### src/rtl/div_pkg.sv
// Shared types and constants for the iterative restoring divider.
package div_pkg;

  localparam int DIV_W = 32;
  localparam int CNT_W = $clog2(DIV_W);

  typedef enum logic [1:0] {
    S_IDLE = 2'd0,
    S_CALC = 2'd1,
    S_DONE = 2'd2
  } state_t;

endpackage

### src/rtl/div_step.sv
// One combinational restoring-division step: shift the next dividend bit into the
// partial remainder, subtract the divisor when it fits, and record the quotient bit.
module div_step #(
  parameter int WIDTH = 32
) (
  input  logic [WIDTH:0]   rem_i,
  input  logic [WIDTH-1:0] quo_i,
  input  logic [WIDTH-1:0] dvs_i,
  output logic [WIDTH:0]   rem_o,
  output logic [WIDTH-1:0] quo_o
);

  logic [WIDTH:0] shifted;
  logic [WIDTH:0] dvs_ext;

  // Remainder is one bit wider than the divisor so the shifted value never overflows.
  assign shifted = {rem_i[WIDTH-1:0], quo_i[WIDTH-1]};
  assign dvs_ext = {1'b0, dvs_i};

  always_comb begin
    rem_o = shifted;
    quo_o = {quo_i[WIDTH-2:0], 1'b0};
    if (shifted >= dvs_ext) begin
      rem_o = shifted - dvs_ext;
      quo_o = {quo_i[WIDTH-2:0], 1'b1};
    end
  end

endmodule

### src/rtl/iter_divider.sv
// Multi-cycle signed/unsigned restoring divider (DIV/DIVU), one quotient bit per cycle.
// Optional macro DIV_BYZERO_DETECT_EN: short-circuit divide-by-zero and raise dbz.
module iter_divider
  import div_pkg::*;
#(
  parameter int WIDTH = DIV_W
) (
  input  logic             clk,
  input  logic             rst_n,
  input  logic             start,
  input  logic             is_signed,
  input  logic [WIDTH-1:0] dividend,
  input  logic [WIDTH-1:0] divisor,
  output logic             busy,
  output logic             done,
  output logic [WIDTH-1:0] q,
  output logic [WIDTH-1:0] r,
  output logic             dbz
);

  localparam int CW = $clog2(WIDTH);

  state_t           state_q, state_d;
  logic [CW-1:0]    cnt_q, cnt_d;
  logic [WIDTH:0]   rem_q, rem_d;
  logic [WIDTH-1:0] quo_q, quo_d;
  logic [WIDTH-1:0] dvs_q, dvs_d;
  logic             negq_q, negq_d;
  logic             negr_q, negr_d;
  logic [WIDTH-1:0] q_q, q_d;
  logic [WIDTH-1:0] r_q, r_d;
  logic             dbz_q, dbz_d;

  logic [WIDTH:0]   step_rem;
  logic [WIDTH-1:0] step_quo;
  logic             sgn_a, sgn_b;
  logic [WIDTH-1:0] mag_a, mag_b;

  div_step #(.WIDTH(WIDTH)) u_step (
    .rem_i (rem_q),
    .quo_i (quo_q),
    .dvs_i (dvs_q),
    .rem_o (step_rem),
    .quo_o (step_quo)
  );

  // Operands are reduced to magnitudes at launch; signs are re-applied at the end.
  assign sgn_a = is_signed & dividend[WIDTH-1];
  assign sgn_b = is_signed & divisor[WIDTH-1];
  assign mag_a = sgn_a ? -dividend : dividend;
  assign mag_b = sgn_b ? -divisor : divisor;

  always_comb begin
    state_d = state_q;
    cnt_d   = cnt_q;
    rem_d   = rem_q;
    quo_d   = quo_q;
    dvs_d   = dvs_q;
    negq_d  = negq_q;
    negr_d  = negr_q;
    q_d     = q_q;
    r_d     = r_q;
    dbz_d   = dbz_q;
    case (state_q)
      S_IDLE, S_DONE: begin
        state_d = S_IDLE;
        if (start) begin
`ifdef DIV_BYZERO_DETECT_EN
          if (divisor == '0) begin
            state_d = S_DONE;
            q_d     = '1;
            r_d     = dividend;
            dbz_d   = 1'b1;
          end else begin
`endif
            state_d = S_CALC;
            cnt_d   = CW'(WIDTH - 1);
            rem_d   = '0;
            quo_d   = mag_a;
            dvs_d   = mag_b;
            negq_d  = sgn_a ^ sgn_b;
            negr_d  = sgn_a;
`ifdef DIV_BYZERO_DETECT_EN
          end
`endif
        end
      end
      S_CALC: begin
        rem_d = step_rem;
        quo_d = step_quo;
        cnt_d = cnt_q - CW'(1);
        if (cnt_q == '0) begin
          state_d = S_DONE;
          q_d     = negq_q ? -step_quo : step_quo;
          r_d     = negr_q ? -step_rem[WIDTH-1:0] : step_rem[WIDTH-1:0];
          dbz_d   = 1'b0;
        end
      end
      default: state_d = S_IDLE;
    endcase
  end

  always_ff @(posedge clk) begin
    if (!rst_n) begin
      state_q <= S_IDLE;
      cnt_q   <= '0;
      rem_q   <= '0;
      quo_q   <= '0;
      dvs_q   <= '0;
      negq_q  <= 1'b0;
      negr_q  <= 1'b0;
      q_q     <= '0;
      r_q     <= '0;
      dbz_q   <= 1'b0;
    end else begin
      state_q <= state_d;
      cnt_q   <= cnt_d;
      rem_q   <= rem_d;
      quo_q   <= quo_d;
      dvs_q   <= dvs_d;
      negq_q  <= negq_d;
      negr_q  <= negr_d;
      q_q     <= q_d;
      r_q     <= r_d;
      dbz_q   <= dbz_d;
    end
  end

  assign busy = (state_q == S_CALC);
  assign done = (state_q == S_DONE);
  assign q    = q_q;
  assign r    = r_q;
  assign dbz  = dbz_q;

endmodule

### config.mk
export PLATFORM = sky130hd
export DESIGN_NAME = iter_divider
export DESIGN_NICKNAME = d
export VERILOG_FILES = /design/src/rtl/div_pkg.sv /design/src/rtl/div_step.sv /design/src/rtl/iter_divider.sv
export SDC_FILE = /design/constraint.sdc
export NUM_CORES = 1
export LEC_CHECK = 0
export BUFFER_PORTS_ARGS = -buffer_cell sky130_fd_sc_hd__buf_4
export CAP_MARGIN = 20
export CORE_ASPECT_RATIO = 0.7
export CORE_MARGIN = 2
export CORE_UTILIZATION = 45
export CTS_CLUSTER_DIAMETER = 30
export DETAILED_ROUTE_END_ITERATION = 10
export HOLD_SLACK_MARGIN = 0.15
export MAX_ROUTING_LAYER = met4
export PLACE_DENSITY = 0.74
export RECOVER_POWER = 100
export SETUP_SLACK_MARGIN = 0.4
export SLEW_MARGIN = 20
export SYNTH_ARGS = -nofsm -noshare
export SYNTH_HDL_FRONTEND = slang
export SYNTH_SLANG_ARGS = --single-unit
### constraint.sdc
create_clock -name clk -period 12.8 [get_ports clk]
set_input_delay 1.92 -clock clk [delete_from_list [all_inputs] [get_ports clk]]
set_output_delay 1.92 -clock clk [all_outputs]
set_load 0.005 [all_outputs]
==> results of run 1 <==
[worst max path at each step]
stage / start / end / slack, ns / depth (start not counted)
after detailed placement: dividend[1] / quo_q[29]$_SDFFE_PN0P_ / 7.72 / 12
after CTS: dvs_q[6]$_SDFFE_PN0P_ / r[26]$_SDFFE_PN0P_ / 7.71 / 19
after global routing: dvs_q[6]$_SDFFE_PN0P_ / q[30]$_SDFFE_PN0P_ / 4.78 / 18
after floorplan: dividend[1] / quo_q[29]$_SDFFE_PN0P_ / 8.26 / 11
final: dvs_q[6]$_SDFFE_PN0P_ / q[30]$_SDFFE_PN0P_ / 5.25 / 18
after global placement: dividend[1] / quo_q[29]$_SDFFE_PN0P_ / 7.82 / 12
[metrics by stage]
step	area, um2	std cells	util	power [W]
floorplan	11700	1556	-	0.001356
global placement	12770	1927	0.4985	0.001606
detailed placement	12770	1927	0.4985	0.001621
CTS	13360	1959	0.5212	0.002142
global route	13190	1959	0.5148	0.002256
finish	13190	1959	0.5148	0.002138
[flip-flops by register name, indices dropped and copies added, names as in the netlist]
register and count:
dvs_q 32, r 32, state_q 2, negr_q 1, quo_q 32, cnt_q 5, negq_q 1, rem_q 32
q 32
[final cells by class]
type / count / area share
Inverter: 56 / 0.01603
Sequential cell: 169 / 0.2564
Clock inverter: 10 / 0.008156
Multi-Input combinational cell: 1228 / 0.5784
Timing Repair Buffer: 143 / 0.07368
Tap cell: 331 / 0.03139
Clock buffer: 22 / 0.03594
[power breakdown]
group | internal (W) | leakage, nW | switching, W
Clock | 0.000288 | 0.282 | 0.000234
Sequential | 0.000566 | 1.38 | 0.0000433
Combinational | 0.000368 | 3.32 | 0.000639
Total | 0.00122 | 4.98 | 0.000916
[cells in the mapped netlist (all sizes together) (4+ instances only)]
| cell type | number | area [um2] |
|---|---|---|
| ha | 38 | 475.5 |
| nand2b | 13 | 81.33 |
| a211oi | 69 | 528.0 |
| a311oi | 10 | 87.58 |
| a22oi | 40 | 300.3 |
| nand4b | 4 | 35.03 |
| a41oi | 6 | 52.55 |
| clkbuf | 62 | 234.0 |
| mux2i | 19 | 190.2 |
| and3 | 10 | 62.56 |
| nor4 | 17 | 106.4 |
| nand4 | 14 | 93.84 |
| a221oi | 4 | 35.03 |
| inv | 56 | 210.2 |
| o22ai | 5 | 37.53 |
| dfxtp | 169 | 3383 |
| o31ai | 21 | 157.7 |
| nand2 | 166 | 623.1 |
| o21a | 11 | 82.58 |
| buf | 41 | 201.4 |
| a21o | 15 | 113.9 |
| or2 | 9 | 61.31 |
| nand3b | 7 | 52.55 |
| and2 | 18 | 112.6 |
| or4 | 12 | 90.09 |
| o21ai | 80 | 404.1 |
| a31oi | 22 | 158.9 |
| a31o | 5 | 43.79 |
| nor2b | 8 | 50.05 |
| and4 | 5 | 43.79 |
| xnor2 | 50 | 437.9 |
| nor2 | 180 | 675.7 |
| a21oi | 144 | 724.5 |
| nand3 | 27 | 135.1 |
| o211ai | 11 | 82.58 |
| or3 | 21 | 131.4 |
| xor2 | 76 | 673.2 |
| nor4b | 4 | 50.05 |
| nor3 | 33 | 165.2 |
| o41ai | 13 | 121.4 |
| o2111ai | 6 | 52.55 |
[routing by layer]
metal  wire, um  GRT usage  vias up
met5          0          -        -
met4        460    0.05975        0
met3       3556    0.05642       37
met2      15170     0.3786      500
met1      18210     0.4163     5589
li1           -          -     5759
[worst register-to-register path, stage by stage, from the launching register on]
cell      delay, ns
dfxtp_1        0.35
inv_1          0.05
ha_1           0.54
a21o_1         0.26
a31oi_1        0.18
o21a_1         0.25
a31oi_1        0.67
or2_2          0.22
clkbuf_1       1.83
inv_1          0.67
clkbuf_1       0.66
ha_1           0.45
nand2_1        0.10
or2_2          0.20
nand2b_1       0.19
nand2b_1       0.20
o21ai_0        0.13
xor2_1         0.20
a211oi_1       0.08
[cell families after synthesis]
group | after synthesis | synth area share
AO/OA/AOI/OAI | 487 | 0.2753
XOR/XNOR | 126 | 0.09493
adder cells (fa/ha/maj) | 39 | 0.04234
buffers and inverters | 159 | 0.05516
flip-flops | 169 | 0.2891
multiplexers | 22 | 0.01946
other | 1 | 0.0003204
AND/OR/NAND/NOR | 553 | 0.2234
==> summary.txt, run 1 <==
Floorplanning
  – Initial Util: 0.4567
  – Row count: 49
  – Die Y: 138.9 um
  – I/O pin count: 135
  – Die Wd: 196.8 um
  – DIE AREA: 27340 um2
  – Core Box Area: 25630 um2

Yosys
  – Synth unique cells: 88
  – Yosys reg bits: 169
  – Most used DFF post-synth: dfxtp_1
  – Syn Area/Cell: 7.522 um2
  – Post-synth ARST share: 0
  – Synth Instances: 1556
  – Syn_nets: 1663
  – Ys Warns: 0
  – Synthesized cell area: 11700 um2
  – Sequential share of the synthesized area: 0.2891
  – Post-synth EDFFs: 0

Timing
  – Sum Neg Setup Slack: 0 ns
  – Min Clock Period, post-route: 7.550 ns
  – Max frequency: 132.4 MHz
  – Clock skew: 0.01184 ns
  – Tightest Pin Transition: 4.354 ns
  – Setup violators final: 0
  – Period utilization: 0.5899
  – Final Hold Vio Count: 0
  – Max-slew violation count: 511
  – Fin Hold WS: 0.4530 ns
  – Slew headroom: -1.902
  – Setup WS post-layout: 5.250 ns
  – RSZ-0062 raised after global routing: false

Global route
  – Global-route wire length before repair: 58440 um
  – Vias in the first global route: 10.61k
  – GRT Total Usage: 0.2777
  – Overflow left after global routing: 0
  – Largest net degree at the start of global routing: 99
  – Initial antenna violation count: 0

Clock network
  – CTS root buf: clkbuf_16
  – Post-CTS Setup Bufs: 0
  – CTS tree: built
  – H-tree depth: 4
  – Clk sinks: 169
  – CTS Buf Count: 17
  – Post_cts resized: 0
  – Worst-skew pair later-pin latency: 0.44 ns
  – CTS clk-pin slew, worst paths: 0.07 ns
  – Hold buffers post-CTS: 0
  – Clk buf depth: 2

Worst setup path
  – R2R Path Start: dvs_q[6]$_SDFFE_PN0P_
  – Worst R2R End: q[30]$_SDFFE_PN0P_
  – Setup slack, reg-to-reg: 5.25 ns
  – Crit start category: register
  – Crit-path leading delay family: buffers and inverters
  – Crit-path max FO: 52
  – Critical path cell sequence: inv_1, ha_1, a21o_1, a31oi_1, o21a_1, a31oi_1, or2_2, clkbuf_1, inv_1, clkbuf_1, ha_1, nand2_1, or2_2, nand2b_1, nand2b_1, o21ai_0, xor2_1, a211oi_1
  – Worst EP arrival: 7.67 ns
  – Reg2Reg Depth: 18
  – Crit path buf inv count: 4
  – Critical path required time: 12.92 ns
  – Largest stage delay, worst path: 1.83 ns
  – CP max-delay cell: clkbuf_1
  – Crit. End Element: register
  – Crit Path Class: register to register

Final layout
  – Diode count: 0
  – Area Growth Syn to Fin: 12.73%
  – Nets: 1722
  – Share of layout cells above drive strength 1: 0.1063
  – Commonest non-fill, non-tap cell in the layout: nor2_1
  – Fill cells: 2502
  – Multi-input logic area: 7631 um2
  – Storage element area: 3383 um2
  – Highest-count cells in the layout ignoring fill and taps: nor2_1, dfxtp_1, nand2_1, a21oi_1, o21ai_0

Min path
  – Worst Hold Launch: r[10]$_SDFFE_PN0P_
  – Hold WC Path Type: register to register
  – Hold path depth: 2
  – Hold Path End: r[10]$_SDFFE_PN0P_

Power
  – Worst VDD drop: 0.1177 mV
  – Pwr/cell area: 162.0 nW/um2
  – Pleak: 4.976 nW

Drt
  – Via density: 6.067
  – Drt first-iter violations: 1260
  – DRC viols: 0
  – Routed length per instance: 19.09 um
  – Final WL: 37390 um
  – Post-detailed-route count of antenna-violating nets: 0
  – Router iterations before antenna repair: 6
  – Vias: 11.89k

Run status
  – Failing checks: max-capacitance violations, max-slew violations
  – Outcome: finished, violations left

Placed design
  – Post-DP HPWL: 28170 um
  – Pre-CTS setup slack: 7.719 ns
  – I/O Buffers: 133
  – Gpl congestion: 1.028

Run
  – Max-cap viol count: 8
Note: power is estimated with default switching activity, not from simulation.
==> inputs of run 2 (changes only) <==
- PLACE_DENSITY: 0.74 -> 0.77
- clock period: 12.8 -> 6.8 ns (I/O delays scaled with it)
==> run 2 against run 1 <==
Against the previous run: the flow still finishes with violations (max-capacitance violations, max-slew violations); die area unchanged; largest cell class unchanged; cell area is 0.70% higher; non-clock buffer count down 1; routed wire length is 0.99% higher; critical path depth decreased by 11; highest routed layer unchanged; via count shrank 0.12%; fmax up 32%; combinational power is 90% higher.
==> summary.txt, run 2 (same netlist as run 1, synthesis figures left out) <==
Floorplanning
  – DIE AREA: 27340 um2 (unchanged)
  – Initial Util: 0.4567 (unchanged)
  – Row count: 49 (unchanged)
  – Die Y: 138.9 um (unchanged)
  – Core Box Area: 25630 um2 (unchanged)
  – Die Wd: 196.8 um (unchanged)
  – I/O pin count: 135 (unchanged)

Placed design
  – DP Area: 12760 um2 (-0.12%)
  – Gpl congestion: 0.9640 (-6.2%)
  – Post-DP HPWL: 28810 um (+2.3%)
  – I/O Buffers: 133 (unchanged)

Timing
  – Clock skew: 0.01134 ns (-0.0005001 ns)
  – Final Hold Vio Count: 0 (unchanged)
  – RSZ-0062 raised after global routing: false
  – Slew headroom: -1.310 (+0.5920)
  – Tightest Pin Transition: 3.447 ns (-0.9069 ns)
  – Period utilization: 0.8395 (+0.2497)
  – Sum Neg Setup Slack: 0 ns (unchanged)
  – Max frequency: 175.2 MHz (+32%)
  – Min Clock Period, post-route: 5.709 ns (-1.841 ns)
  – Fin Hold WS: 0.4501 ns (-0.002817 ns)
  – Setup violators final: 0 (unchanged)
  – Max-slew violation count: 141 (-72%)

Worst setup path
  – Worst EP arrival: 6.08 ns (-1.59 ns)
  – Crit start category: register
  – Crit. End Element: register
  – Critical path required time: 7.17 ns (-5.75 ns)
  – Largest stage delay, worst path: 1.71 ns (-0.12 ns)
  – Crit-path leading delay family: buffers and inverters
  – Crit path buf inv count: 3 (-1)
  – Crit Path Class: register to register
  – CP max-delay cell: clkbuf_1
  – Crit-path max FO: 47 (-9.6%)
  – Critical path cell sequence: nand2b_1, inv_1, buf_4, nor2_1, clkbuf_1, a22oi_1, a21oi_1

Drt
  – DRC viols: 0 (unchanged)
  – Drt first-iter violations: 980 (-22%)
  – Router iterations before antenna repair: 6 (unchanged)
  – Final WL: 37760 um (+0.99%)
  – Post-detailed-route count of antenna-violating nets: 0 (unchanged)
  – Via density: 6.063 (about the same)
  – Routed length per instance: 19.29 um (+1.0%)
  – Vias: 11.87k (-0.12%)

Clock network
  – CTS clk-pin slew, worst paths: 0.07 ns (about the same)
  – CTS Buf Count: 17 (unchanged)
  – CTS root buf: clkbuf_16
  – CTS tree: built
  – Post-CTS Setup Bufs: 0 (unchanged)
  – Clk buf depth: 2 (unchanged)
  – Clk sinks: 169 (unchanged)
  – Hold buffers post-CTS: 0 (unchanged)
  – H-tree depth: 4 (unchanged)
  – Post_cts resized: 0 (unchanged)
  – Worst-skew pair later-pin latency: 0.45 ns (about the same)

Global route
  – Initial antenna violation count: 1 (+1)
  – GRT Total Usage: 0.2811 (+0.003451)
  – Global-route wire length before repair: 59350 um (+1.6%)
  – Vias in the first global route: 10.68k (+0.73%)
  – Overflow left after global routing: 0 (unchanged)
  – Largest net degree at the start of global routing: 93 (-6.1%)

Power
  – Pleak: 5.028 nW (+1.0%)
  – Pwr/cell area: 310.4 nW/um2 (+92%)
  – Overall power: 0.004124 W (+93%)
  – Worst VDD drop: 0.1959 mV (+66%)

Final layout
  – Area Growth Syn to Fin: 13.52%
  – Post-layout util: 0.5185 (+0.003613)
  – Design area: 13290 um2 (+0.70%)
  – Highest-count cells in the layout ignoring fill and taps: nor2_1, dfxtp_1, nand2_1, a21oi_1, o21ai_0
  – Share of layout cells above drive strength 1: 0.1100 (+0.003753)
  – Nets: 1721 (-0.058%)
  – Diode count: 0 (unchanged)
  – Commonest non-fill, non-tap cell in the layout: nor2_1

Min path
  – Hold WC Path Type: register to register

Run status
  – Outcome: finished, violations left
  – Failing checks: max-capacitance violations, max-slew violations

Run
  – Max-cap viol count: 2 (-6)
-- run 2: cell count changes in the layout (fill, tap and decap cells not counted), sizes merged --
| cell | previous run | this run |
|---|---|---|
| clkbuf | 96 | 87 |
| buf | 69 | 73 |
| bufinv | 1 | 3 |
| inv | 59 | 61 |
-- run 2: metrics by stage --
stage	worst slack, ns	instances
floorplan	2.296	1556
finish	1.091	1958
detailed placement	1.816	1925
global placement	1.976	1925
global route	0.6687	1958
CTS	1.744	1957
-- run 2: routing by layer --
layer / part of all wire / up-vias / global-route usage / routed length, um
met5: 0 / - / - / 0
met4: 0.013 / 0 / 0.04630 / 486
met3: 0.082 / 45 / 0.05666 / 3091
met2: 0.41 / 464 / 0.3896 / 15350
met1: 0.50 / 5605 / 0.4220 / 18840
li1: - / 5757 / - / -
-- run 2: layout make-up --
| class | count | area (um2) |
|---|---|---|
| Clock buffer | 18 | 439.2 |
| Multi-Input combinational cell | 1228 | 7677 |
| Clock inverter | 14 | 185.2 |
| Fill cell | 2479 | 12340 |
| Sequential cell | 169 | 3383 |
| Tap cell | 331 | 414.1 |
| Inverter | 56 | 211.5 |
| Timing Repair Buffer | 142 | 975.9 |
-- run 2: worst paths after layout --
check / start / endpoint / slack, ns / cells past startpoint
hold reg to reg: r[17]$_SDFFE_PN0P_ / r[17]$_SDFFE_PN0P_ / 0.45 / 2
setup / recovery: state_q[0]$_SDFFE_PN0P_ / quo_q[8]$_SDFFE_PN0P_ / 1.09 / 7
setup reg to reg: state_q[0]$_SDFFE_PN0P_ / quo_q[8]$_SDFFE_PN0P_ / 1.09 / 7
hold / removal: r[17]$_SDFFE_PN0P_ / r[17]$_SDFFE_PN0P_ / 0.45 / 2
-- run 2: worst reg2reg max path: stages, from the launching register on --
cell	delay (ns)
dfxtp_1	0.41
nand2b_1	0.91
inv_1	0.63
buf_4	0.45
nor2_1	0.94
clkbuf_1	1.71
a22oi_1	0.30
a21oi_1	0.29
-- run 2: power breakdown --
group / switching [W] / leakage [nW] / internal, W
registers: 0.0000790 / 1.38 / 0.00106
logic: 0.00122 / 3.34 / 0.000703
clock network: 0.000459 / 0.307 / 0.000599
total: 0.00176 / 5.03 / 0.00237
